### src/rtl/matmul_sched_pkg.sv
// Shared types and default widths for the matmul job scheduler.
package matmul_sched_pkg;

    localparam int unsigned DEF_AW      = 10;
    localparam int unsigned DEF_TW      = 4;
    localparam int unsigned DEF_DEPTH   = 4;
    localparam int unsigned DEF_TIMEOUT = 1024;

    typedef enum logic [1:0] {
        StIdle  = 2'd0,
        StRun   = 2'd1,
        StClear = 2'd2
    } state_e;

    // Job record at the default widths; the top re-declares it at its own widths.
    typedef struct packed {
        logic [DEF_AW-1:0] addr_a;
        logic [DEF_AW-1:0] addr_b;
        logic [DEF_AW-1:0] addr_c;
        logic [DEF_TW-1:0] tag;
    } job_t;

endpackage

### src/rtl/matmul_cmd_fifo.sv
// Synchronous command FIFO; pointers carry one extra wrap bit to tell full from empty.
module matmul_cmd_fifo #(
    parameter int unsigned W     = 8,
    parameter int unsigned DEPTH = 4
) (
    input  logic         clk,
    input  logic         resetn,
    input  logic         push,
    input  logic [W-1:0] push_data,
    input  logic         pop,
    output logic [W-1:0] pop_data,
    output logic         full,
    output logic         empty,
    output logic         empty_next
);

    localparam int unsigned PW = $clog2(DEPTH);

    logic [W-1:0] mem [DEPTH];
    logic [PW:0]  wr_ptr, rd_ptr, wr_ptr_d, rd_ptr_d;
    logic         push_ok, pop_ok, full_next;

    assign push_ok  = push && !full;
    assign pop_ok   = pop && !empty;
    assign pop_data = mem[rd_ptr[PW-1:0]];

    // Next pointer values and the flags they imply.
    always_comb begin
        wr_ptr_d   = wr_ptr + (PW+1)'(push_ok);
        rd_ptr_d   = rd_ptr + (PW+1)'(pop_ok);
        empty_next = (wr_ptr_d == rd_ptr_d);
        full_next  = (wr_ptr_d[PW] != rd_ptr_d[PW]) &&
                     (wr_ptr_d[PW-1:0] == rd_ptr_d[PW-1:0]);
    end

    // Pointer and flag registers; reset discards all queued entries.
    always_ff @(posedge clk or negedge resetn) begin
        if (!resetn) begin
            wr_ptr <= '0;
            rd_ptr <= '0;
            full   <= 1'b0;
            empty  <= 1'b1;
        end else begin
            wr_ptr <= wr_ptr_d;
            rd_ptr <= rd_ptr_d;
            full   <= full_next;
            empty  <= empty_next;
        end
    end

    // Storage write; contents need no reset since the pointers gate visibility.
    always_ff @(posedge clk) begin
        if (push_ok) begin
            mem[wr_ptr[PW-1:0]] <= push_data;
        end
    end

endmodule

### src/rtl/matmul_job_scheduler.sv
// Queues host jobs and sequences the 8x8 matmul engine: start, wait for done or timeout,
// clear_done handshake, then a tagged completion.
module matmul_job_scheduler
    import matmul_sched_pkg::*;
#(
    parameter int unsigned AW      = DEF_AW,
    parameter int unsigned TW      = DEF_TW,
    parameter int unsigned DEPTH   = DEF_DEPTH,
    parameter int unsigned TIMEOUT = DEF_TIMEOUT
) (
    input  logic          clk,
    input  logic          resetn,
    input  logic          cmd_valid,
    output logic          cmd_ready,
    input  logic [AW-1:0] cmd_addr_a,
    input  logic [AW-1:0] cmd_addr_b,
    input  logic [AW-1:0] cmd_addr_c,
    input  logic [TW-1:0] cmd_tag,
    output logic          mm_start,
    output logic          mm_clear_done,
    output logic [AW-1:0] mm_addr_a,
    output logic [AW-1:0] mm_addr_b,
    output logic [AW-1:0] mm_addr_c,
    input  logic          mm_done,
    output logic          cpl_valid,
    input  logic          cpl_ready,
    output logic [TW-1:0] cpl_tag,
    output logic          cpl_err,
    output logic          busy,
    output logic [15:0]   jobs_done,
    output logic [7:0]    err_count
);

    localparam int unsigned TMW = $clog2(TIMEOUT);
    localparam logic [TMW-1:0] TLAST = TMW'(TIMEOUT - 1);

    typedef struct packed {
        logic [AW-1:0] addr_a;
        logic [AW-1:0] addr_b;
        logic [AW-1:0] addr_c;
        logic [TW-1:0] tag;
    } job_rec_t;

    state_e   state;
    job_rec_t push_job, pop_job;
    logic     fifo_full, fifo_empty, fifo_empty_next, pop;
    logic [TMW-1:0] timer;
    logic [TW-1:0]  cur_tag;
    logic           cur_err;

    assign push_job  = '{addr_a: cmd_addr_a, addr_b: cmd_addr_b, addr_c: cmd_addr_c,
                         tag: cmd_tag};
    assign cmd_ready = ~fifo_full;
    // A pending completion only blocks the pop, and only until the host takes it.
    assign pop       = (state == StIdle) && !fifo_empty && (!cpl_valid || cpl_ready);

    matmul_cmd_fifo #(
        .W     ($bits(job_rec_t)),
        .DEPTH (DEPTH)
    ) u_fifo (
        .clk        (clk),
        .resetn     (resetn),
        .push       (cmd_valid),
        .push_data  (push_job),
        .pop        (pop),
        .pop_data   (pop_job),
        .full       (fifo_full),
        .empty      (fifo_empty),
        .empty_next (fifo_empty_next)
    );

    // Scheduler FSM with registered engine controls, completion and counters.
    always_ff @(posedge clk or negedge resetn) begin
        if (!resetn) begin
            state         <= StIdle;
            mm_start      <= 1'b0;
            mm_clear_done <= 1'b0;
            mm_addr_a     <= '0;
            mm_addr_b     <= '0;
            mm_addr_c     <= '0;
            cur_tag       <= '0;
            cur_err       <= 1'b0;
            timer         <= '0;
            cpl_valid     <= 1'b0;
            cpl_tag       <= '0;
            cpl_err       <= 1'b0;
            busy          <= 1'b0;
            jobs_done     <= '0;
            err_count     <= '0;
        end else begin
            if (cpl_valid && cpl_ready) begin
                cpl_valid <= 1'b0;
            end
            case (state)
                StIdle: begin
                    if (pop) begin
                        mm_addr_a <= pop_job.addr_a;
                        mm_addr_b <= pop_job.addr_b;
                        mm_addr_c <= pop_job.addr_c;
                        cur_tag   <= pop_job.tag;
                        timer     <= '0;
                        mm_start  <= 1'b1;
                        busy      <= 1'b1;
                        state     <= StRun;
                    end else begin
                        busy <= !fifo_empty_next;
                    end
                end
                StRun: begin
                    // Done takes priority over a coincident timeout.
                    if (mm_done) begin
                        cur_err       <= 1'b0;
                        mm_start      <= 1'b0;
                        mm_clear_done <= 1'b1;
                        state         <= StClear;
                    end else if (timer == TLAST) begin
                        cur_err       <= 1'b1;
                        mm_start      <= 1'b0;
                        mm_clear_done <= 1'b1;
                        state         <= StClear;
                    end else begin
                        timer <= timer + TMW'(1);
                    end
                end
                StClear: begin
                    if (!mm_done) begin
                        mm_clear_done <= 1'b0;
                        cpl_valid     <= 1'b1;
                        cpl_tag       <= cur_tag;
                        cpl_err       <= cur_err;
                        jobs_done     <= jobs_done + 16'd1;
                        if (cur_err && (err_count != 8'hFF)) begin
                            err_count <= err_count + 8'd1;
                        end
                        busy  <= !fifo_empty_next;
                        state <= StIdle;
                    end
                end
                default: state <= StIdle;
            endcase
        end
    end

endmodule

### config.mk
export PLATFORM = sky130hd
export DESIGN_NAME = matmul_job_scheduler
export DESIGN_NICKNAME = d
export VERILOG_FILES = /design/src/rtl/matmul_sched_pkg.sv /design/src/rtl/matmul_cmd_fifo.sv /design/src/rtl/matmul_job_scheduler.sv
export SDC_FILE = /design/constraint.sdc
export NUM_CORES = 1
export LEC_CHECK = 0
export ABC_AREA = 0
export CORE_MARGIN = 3
export CORE_UTILIZATION = 60
export DETAILED_ROUTE_END_ITERATION = 8
export DONT_BUFFER_PORTS = 1
export PLACE_DENSITY = 0.86
export SETUP_SLACK_MARGIN = 0.05
export SYNTH_ARGS = -nofsm -noshare
export SYNTH_HDL_FRONTEND = slang
export SYNTH_SLANG_ARGS = --single-unit
### constraint.sdc
create_clock -name clk -period 6.5 [get_ports clk]
set_input_delay 0.325 -clock clk [delete_from_list [all_inputs] [get_ports clk]]
set_output_delay 0.325 -clock clk [all_outputs]
set_load 0.005 [all_outputs]
==> results.toml, run 1 <==
[outcome]
status = "finished, final reports clean"

[place]
gp_congestion = 0.865
place_hpwl_mm = 9.94
post_dp_cell_area_sq_mm = 0.00877
io_buffers = 0
dpl_worst_slack_ns = 2.89

[setup_path]
reg2reg_slack_ns = 2.83
crit_fanout = 43
critPathRequiredTime_ns = 6.84
start_kind = "flop"
end_kind = "flop"
timing.rr.start = "cpl_valid$_DFF_PN0_"
r2r_cells = 9
worstReg2RegEnd = "busy$_DFFE_PN0P_"
path_class = "flop to flop"
cp.arrival_ns = 4.01

[global_route]
grt_start_max_net_pins = 89
first_global_vias = 5369
grt_antenna_before_repair = 0
grt_overflow = 0
groute.usage.overall_pct = 25.0
grt_pass1_wl_mm = 30.4

[floorplan]
row_count = 43
die_w_um = 126
fp.dieH_um = 126
io_pins = 103
dieArea_sq_mm = 0.0158
initial_core_util_pct = 61.8
core-area_sq_mm = 0.0139

[sta]
fin_crit_sh_pct = 56.5
final.setup.tns_ns = 0
slew_headroom_pct = 20.8
setup_viol = 0
skew_ns = 0.0245
final-hold-violation-count = 0
hold_ws_ns = 0.0283
slew_violations = 0
rsz0062_at_grt = "false"
min_period_ns = 3.67
max_slew.worst_pin.slew_ns = 1.19
layout_setup_ws_ns = 2.83
fmax_mhz = 272

[yosys]
syn_area_per_cell_sq_um = 16.0
ys_seq_area_share_pct = 73.0
ys_ff_latch = 224
netlist_instances = 537
synth_edf_count = 136
syn_nets = 583
ys_warn_count = 0
yosysUniqueCellTypes = 44
netlist_area_sq_mm = 0.00861
async_reset_ff_share_pct = 39.3
synth_ff_type = "edfxtp_1"

[layout]
drive_above_1_share_pct = 15.0
area_delta_synth_final_pct = 15.0
fin_area_sq_mm = 0.00990
layout_common_cells = "edfxtp_1, nand2_1, dfrtp_1"
final_common_cell = "edfxtp_1"
fillers = 836
antenna_cells = 0
nets = 629
fin_util_pct = 71.1

[detailed_routing]
firstDrtPassIters = 6
vias = 4870
routed_wl_mm = 19.4
initialDrtViolationCount = 346
drc = 0
via_per_inst = 6.24
antenna_left = 0
wl_per_cell_um = 24.9

[clock_network]
root_buffer = "clkbuf_16"
clk_latency_ns = 0.53
htreeDepth = 1
numClockSinks = 224
clk_pin_slew_ns = 0.06
cts_tree = "yes"
cts_setup_buffers = 0
cts_buffers = 23
clk_path_buf_depth = 3

[power_and_ir_drop]
ir_worst_vdd_uv = 320
p_per_area_mw_per_mm2 = 460
p_leak_nw = 3.80

[hold_path]
holdPathEnd = "timer[9]$_DFFE_PN0P_"
hold_depth = 3
min_path_type = "input port to flop"
hp-start = "mm_done"

[job]
cap_violations = 0
-- report_power, final --
part | internal [mW] | switching [mW] | leakage, nW | total, mW
Clock | 0.764 | 0.546 | 0.365 | 1.31
Sequential | 1.88 | 0.294 | 2.37 | 2.18
Combinational | 0.442 | 0.626 | 1.06 | 1.07
-- synthesized netlist by cell type (2+ instances only) --
master | number | area, sq um
nor2b_1 | 4 | 25.0
nand2b_1 | 2 | 12.5
a21oi_1 | 6 | 30.0
xnor2_1 | 20 | 175
nand2_1 | 120 | 450
nand3_1 | 16 | 80.1
buf_2 | 8 | 40.0
and4_1 | 5 | 43.8
clkbuf_1 | 6 | 22.5
o21ai_0 | 10 | 50.1
dfrtp_1 | 87 | 2180
a31oi_1 | 4 | 25.0
mux2_2 | 6 | 67.6
inv_1 | 6 | 22.5
and3_1 | 2 | 12.5
edfxtp_1 | 136 | 4080
nor2_1 | 9 | 33.8
buf_4 | 3 | 22.5
ha_1 | 7 | 87.6
o211ai_1 | 2 | 15.0
or3_1 | 2 | 12.5
xor2_1 | 7 | 61.3
nor3b_4 | 2 | 37.5
nand4_1 | 9 | 56.3
nor3_1 | 6 | 30.0
mux4_2 | 34 | 766
-- layout make-up --
| type | instances | area [sq um] | share of cell area [%] |
|---|---|---|---|
| Clock inverter | 9 | 111 | 1.12 |
| Tap cell | 180 | 225 | 2.27 |
| Multi-Input combinational cell | 288 | 2210 | 22.3 |
| Inverter | 7 | 27.5 | 0.278 |
| Clock buffer | 33 | 633 | 6.39 |
| Sequential cell | 224 | 6290 | 63.5 |
| Timing Repair Buffer | 39 | 403 | 4.07 |
-- flip-flops by register name (all words and copies together), names as in the netlist, 8 cells and up --
name	flops
err_count	8
jobs_done	16
mm_addr_a	10
mm_addr_b	10
mm_addr_c	10
timer	10
u_fifo.mem	136
-- what timing repair did --
| item | in CTS | in global routing |
|---|---|---|
| hold endpoints to repair | 226 | 0 |
| resized for setup | 0 | 0 |
| hold buffers | 37 | 0 |
-- worst max-delay path by stage --
stage | endpoint | startpoint | cells past startpoint | slack [ns]
2_1_floorplan | u_fifo.mem[0][0]$_DFFE_PP_ | u_fifo.full$_DFF_PN0_ | 2 | 2.89
3_3_place_gp | busy$_DFFE_PN0P_ | cpl_valid$_DFF_PN0_ | 9 | 3.04
3_5_place_dp | busy$_DFFE_PN0P_ | cpl_valid$_DFF_PN0_ | 9 | 2.89
4_1_cts | busy$_DFFE_PN0P_ | cpl_valid$_DFF_PN0_ | 9 | 2.83
5_1_grt | busy$_DFFE_PN0P_ | cpl_valid$_DFF_PN0_ | 9 | 2.49
6_report | busy$_DFFE_PN0P_ | cpl_valid$_DFF_PN0_ | 9 | 2.83
-- worst max-delay path, cell delays in order, from the launching register on --
cell      delay (ns)
dfrtp_1         0.36
nor2b_1         0.21
or4_2           0.76
clkinv_2        0.80
ha_1            0.45
ha_1            0.19
xnor2_1         0.23
xor2_1          0.19
nor2b_1         0.19
a31oi_1         0.10
-- stage by stage --
stage,instances,power (mW)
after detailed placement,701,3.17
after global routing,780,4.77
after CTS,780,4.53
final,780,4.56
after floorplan,537,2.89
after global placement,701,3.09
-- kinds of logic (layout without fill, tap and decap cells) --
family / Yosys count / in the layout / synth area share (%)
AOI/OAI and AO/OA: 28 / 28 / 1.99
xor gates and xnor gates: 27 / 27 / 2.75
adders and majority gates: 7 / 7 / 1.02
buffers and inverters: 25 / 88 / 1.44
DFF: 224 / 224 / 73.0
muxes: 41 / 41 / 9.80
and+or+nand+nor: 185 / 185 / 9.97
-- routing by layer --
metal | global-route usage (%) | part of all wire [%]
met2 | 44.5 | 52
met1 | 29.2 | 36
met3 | 7.55 | 8.6
met4 | 8.58 | 2.7
met5 | 0 | 0
(Power assumes the default switching activity.)
==> run 2: changes to the inputs <==
==> constraint.sdc (replaced) <==
create_clock -name clk -period 3.7 [get_ports clk]
set_input_delay 0.185 -clock clk [delete_from_list [all_inputs] [get_ports clk]]
set_output_delay 0.185 -clock clk [all_outputs]
set_load 0.005 [all_outputs]
==> results.toml, run 2 (synthesis results as in run 1) <==
[outcome]
status = "finished, final reports clean"

[sta]
min_period_ns = 2.73
slew_violations = 0
hold_ws_ns = 0.0215
fmax_mhz = 366
skew_ns = 0.00788
layout_setup_ws_ns = 0.971
setup_viol = 0
slew_headroom_pct = 23.9
final.setup.tns_ns = 0
final-hold-violation-count = 0
max_slew.worst_pin.slew_ns = 1.13
rsz0062_at_grt = "false"
fin_crit_sh_pct = 73.8

[place]
dpl_worst_slack_ns = 0.987
io_buffers = 0
place_hpwl_mm = 9.69
gp_congestion = 0.838

[clock_network]
cts_resized = 0
cts_buffers = 23
numClockSinks = 224
clk_pin_slew_ns = 0.06
cts_tree = "yes"
clk_path_buf_depth = 3
clk_latency_ns = 0.50
root_buffer = "clkbuf_16"
htreeDepth = 1

[floorplan]
io_pins = 103
fp.dieH_um = 126
initial_core_util_pct = 61.8
row_count = 43
die_w_um = 126
core-area_sq_mm = 0.0139
dieArea_sq_mm = 0.0158

[power_and_ir_drop]
p_comb_share_pct = 24.0
p_sw_mw = 2.43
power.share.switching_pct = 31.1
seqPwrFrac_pct = 48.0
p_int_mw = 5.39
ir_worst_vdd_uv = 514
p_per_area_mw_per_mm2 = 790
p_leak_nw = 3.80
p_clk_share_pct = 28.0

[setup_path]
crit_chain = "or4_2 -> buf_4 -> clkinv_2 -> ha_1 -> ha_1 -> xnor2_1 -> xor2_1 -> nor2b_1 -> a31oi_1"
critPathRequiredTime_ns = 4.06
cp_slowest_cell = "or4_2"
worstReg2RegEnd = "busy$_DFFE_PN0P_"
cp.arrival_ns = 3.08
r2r_cells = 9
path_buf_inv = 2
reg2reg_slack_ns = 0.97
crit_fanout = 43
slowest_delay_ns = 0.71
timing.rr.start = "state[0]$_DFFE_PN0P_"
end_kind = "flop"
path_class = "flop to flop"
cp_top_family = "simple AND/OR/NAND/NOR gates"
start_kind = "flop"
crit_path_frequent_cell = "ha_1"

[global_route]
groute.usage.overall_pct = 22.4
met2_usage_pct = 39.2
gr-usage-met3_pct = 6.40
global_route.usage.met1_pct = 27.6
grt_antenna_before_repair = 0
grt_overflow = 0
grt_pass1_wl_mm = 28.2
first_global_vias = 5191
grt-busiest-layer = "met2"
grt_start_max_net_pins = 89

[detailed_routing]
vias = 4722
antenna_left = 0
firstDrtPassIters = 4
wl_per_cell_um = 22.2
initialDrtViolationCount = 391
routed_wl_mm = 17.3
via_per_inst = 6.04
drc = 0

[layout]
largest_reg_flops = 136
antenna_cells = 0
drive_above_1_share_pct = 15.4
area_delta_synth_final_pct = 15.0
final_common_cell = "edfxtp_1"
nets = 632
layout_common_cells = "edfxtp_1, nand2_1, dfrtp_1"

[hold_path]
holdPathEnd = "cpl_valid$_DFF_PN0_"
hold_depth = 2
min_path_type = "input port to flop"
hp-start = "cpl_ready"

[job]
cap_violations = 0
-- run 2: cell types whose count changed in the layout (fill, tap and decap cells not counted), sizes merged --
cell | before | now
buf | 3 | 6
clkinvlp | 0 | 1
clkinv | 6 | 8
clkbuf | 33 | 29
-- run 2: final cells by class --
| cell class | count | area (sq um) |
|---|---|---|
| Clock buffer | 29 | 598 |
| Clock inverter | 12 | 116 |
| Fill cell | 869 | 4040 |
| Inverter | 7 | 27.5 |
| Multi-Input combinational cell | 288 | 2210 |
| Sequential cell | 224 | 6290 |
| Tap cell | 180 | 225 |
| Timing Repair Buffer | 42 | 425 |
-- run 2: worst max-delay path by stage --
stage / from / endpoint / slack [ns] / cells after the start
after global routing: state[0]$_DFFE_PN0P_ / busy$_DFFE_PN0P_ / 0.79 / 9
after global placement: state[0]$_DFFE_PN0P_ / busy$_DFFE_PN0P_ / 1.10 / 9
after floorplan: u_fifo.full$_DFF_PN0_ / u_fifo.mem[0][0]$_DFFE_PP_ / 0.09 / 2
final: state[0]$_DFFE_PN0P_ / busy$_DFFE_PN0P_ / 0.97 / 9
after detailed placement: state[0]$_DFFE_PN0P_ / busy$_DFFE_PN0P_ / 0.99 / 9
after CTS: state[0]$_DFFE_PN0P_ / busy$_DFFE_PN0P_ / 0.96 / 9
-- run 2: repair_timing --
item / 4_1_cts / 5_1_grt
setup buffers: 0 / 0
endpoints found under the setup margin: 0 / 0
hold buffers: 37 / 0
hold endpoints to repair: 236 / 0
-- run 2: worst register-to-register path, stage by stage, from the launching register on --
cell	delay, ns
dfrtp_1	0.48
or4_2	0.71
buf_4	0.32
clkinv_2	0.12
ha_1	0.15
ha_1	0.15
xnor2_1	0.15
xor2_1	0.21
nor2b_1	0.20
a31oi_1	0.10
-- run 2: power by group through the flow --
stage / registers (mW) / logic, mW / clock network, mW
2_1_floorplan: 3.60 / 1.48 / 0
5_1_grt: 3.83 / 2.07 / 2.32
4_1_cts: 3.76 / 1.89 / 2.22
3_3_place_gp: 3.75 / 1.73 / 0
3_5_place_dp: 3.80 / 1.80 / 0
6_report: 3.75 / 1.87 / 2.19
-- run 2: through the flow --
step / cells / utilization (%) / power, mW / area [sq um]
after global routing: 782 / 71.0 / 8.23 / 9900
after global placement: 704 / 63.1 / 5.48 / 8790
final: 782 / 71.0 / 7.82 / 9900
after detailed placement: 704 / 63.1 / 5.59 / 8790
after CTS: 782 / 71.0 / 7.87 / 9900
after floorplan: 537 / - / 5.08 / 8610
-- run 2: metal layers --
layer / share of wire, % / vias to the layer above
met5: 0 / -
met4: 2.7 / 0
met3: 7.8 / 46
met2: 51 / 186
met1: 38 / 2414
li1: - / 2076
==> run 3: changes to the inputs <==
--- a/config.mk
+++ b/config.mk
@@ -7,10 +7,10 @@
 export LEC_CHECK = 0
 export ABC_AREA = 0
 export CORE_MARGIN = 3
-export CORE_UTILIZATION = 60
+export CORE_UTILIZATION = 57
 export DETAILED_ROUTE_END_ITERATION = 8
 export DONT_BUFFER_PORTS = 1
-export PLACE_DENSITY = 0.86
+export PLACE_DENSITY = 0.85
 export SETUP_SLACK_MARGIN = 0.05
 export SYNTH_ARGS = -nofsm -noshare
 export SYNTH_HDL_FRONTEND = slang
==> constraint.sdc (replaced) <==
create_clock -name clk -period 2.3 [get_ports clk]
set_input_delay 0.115 -clock clk [delete_from_list [all_inputs] [get_ports clk]]
set_output_delay 0.115 -clock clk [all_outputs]
set_load 0.005 [all_outputs]
==> results.toml, run 3 (synthesis results as in run 1) <==
[layout]
drive_above_1_share_pct = 18.0
final_cells = 799
nets = 644
area_delta_synth_final_pct = 17.2
largest_reg_flops = 136
final_common_cell = "edfxtp_1"
layout_common_cells = "edfxtp_1, nand2_1, dfrtp_1"
antenna_cells = 0
fin_util_pct = 68.9

[floorplan]
initial_core_util_pct = 58.8
row_count = 44
die_w_um = 129
core-area_sq_mm = 0.0146
fp.dieH_um = 129
dieArea_sq_mm = 0.0166
io_pins = 103

[setup_path]
slowest_delay_ns = 0.45
start_kind = "flop"
path_class = "flop to flop"
crit_fanout = 2
cp_slowest_cell = "or4_4"
crit_chain = "nor2b_1 -> or4_4 -> clkinv_4 -> ha_2 -> ha_4 -> xnor2_2 -> xor2_1 -> nor2b_2 -> a31oi_1"
end_kind = "flop"
cp.arrival_ns = 2.50
critPathRequiredTime_ns = 2.65

[power_and_ir_drop]
p_comb_share_pct = 25.6
ir_worst_vdd_uv = 847
power.total_mw = 12.8
power.share.switching_pct = 30.4
p_leak_nw = 3.89
p_sw_mw = 3.91
p_clk_share_pct = 27.7
p_per_area_mw_per_mm2 = 1270
p_int_mw = 8.93
seqPwrFrac_pct = 46.7

[global_route]
gr-usage-met3_pct = 5.60
grt_pass1_wl_mm = 26.6
grt_antenna_before_repair = 1
met2_usage_pct = 37.0
groute.usage.overall_pct = 20.6
global_route.usage.met1_pct = 24.7
grt-busiest-layer = "met2"
first_global_vias = 5068
grt_overflow = 0
grt_start_max_net_pins = 89

[detailed_routing]
wl_per_cell_um = 21.3
vias = 4712
via_per_inst = 5.90
drc = 0
routed_wl_mm = 17.0
antenna_left = 0
initialDrtViolationCount = 323
firstDrtPassIters = 5

[sta]
final.setup.tns_ns = 0
fin_crit_sh_pct = 93.7
final-hold-violation-count = 0
setup_viol = 0
skew_ns = 0.0164
slew_headroom_pct = 52.6
fmax_mhz = 464
min_period_ns = 2.15
slew_violations = 0
rsz0062_at_grt = "false"
max_slew.worst_pin.slew_ns = 0.706

[clock_network]
clk_path_buf_depth = 3
clk_pin_slew_ns = 0.06
numClockSinks = 224
clk_latency_ns = 0.50
htreeDepth = 1
cts_tree = "yes"
cts_buffers = 23
root_buffer = "clkbuf_16"

[place]
place_inst = 718
io_buffers = 0
gp_congestion = 0.824
place_hpwl_mm = 10.2

[job]
cap_violations = 0

[hold_path]
min_path_type = "input port to flop"

[outcome]
status = "finished, final reports clean"
[run 3: changes by cell type in the layout (fill, tap and decap cells not counted), sizes merged]
| cell | change |
|---|---|
| buf | +11 |
| clkbuf | +3 |
| inv | -1 |
| clkinvlp | -1 |
| dlygate4sd3 | +1 |
[run 3: power by group through the flow]
stage | clock [mW] | combinational (mW) | sequential (mW)
5_1_grt | 3.75 | 3.64 | 6.10
3_5_place_dp | 0 | 3.16 | 6.06
4_1_cts | 3.62 | 3.31 | 6.00
3_3_place_gp | 0 | 3.01 | 6.00
6_report | 3.55 | 3.29 | 6.00
2_1_floorplan | 0 | 2.48 | 5.80
[run 3: critical path, delay by kind of cell, from the launching register on]
family / cells / cell delay (ns)
AO/OA/AOI/OAI: 1 / 0.09
XOR/XNOR: 2 / 0.35
adder cells (fa/ha/maj): 2 / 0.33
buffers and inverters: 1 / 0.06
flip-flops: 1 / 0.38
AND/OR/NAND/NOR: 3 / 0.79
[run 3: worst paths after layout]
path / from / end / slack [ns] / cells after the start
max reg2reg: cpl_valid$_DFF_PN0_ / busy$_DFFE_PN0P_ / 0.15 / 9
max in group asynchronous: resetn / state[1]$_DFFE_PN0P_ / 1.72 / 2
min in group asynchronous: resetn / mm_addr_c[8]$_DFFE_PN0P_ / 0.24 / 2
min: cmd_valid / u_fifo.wr_ptr[0]$_DFF_PN0_ / 0.14 / 2
max: cpl_valid$_DFF_PN0_ / busy$_DFFE_PN0P_ / 0.15 / 9
min reg2reg: cur_tag[0]$_DFFE_PN0P_ / cur_tag[0]$_DFFE_PN0P_ / 0.47 / 2
[run 3: final cells by class]
| type | instances | area [sq um] |
|---|---|---|
| well taps | 184 | 230 |
| repair buffers | 54 | 556 |
| fillers | 923 | 4560 |
| clock buffers | 32 | 629 |
| inverters | 7 | 31.3 |
| multi-input cells | 288 | 2250 |
| flip-flops and latches | 224 | 6290 |
| clock inverters | 10 | 101 |
[run 3: repair_timing]
| action | 4_1_cts | 5_1_grt |
|---|---|---|
| endpoints found under the setup margin | 0 | 1 |
| hold endpoints to repair | 241 | 0 |
| hold buffers | 38 | 0 |
| resized for setup | 0 | 0 |
| setup buffers | 0 | 1 |
[run 3: stage by stage]
stage	cell area (sq um)	hold slack [ns]	worst slack, ns
final	10100	0.137	0.145
after global placement	8950	-0.178	0.305
after CTS	10100	0.127	0.171
after global routing	10100	0.155	0.0649
after detailed placement	8950	-0.178	0.191
after floorplan	8670	-0.181	0.0624
[run 3: layer usage]
| layer | vias up | routed length, um |
|---|---|---|
| met1 | 2411 | 6430 |
| met2 | 162 | 8890 |
| met4 | 0 | 421 |
| li1 | 2104 | - |
| met3 | 35 | 1280 |
| met5 | - | 0 |
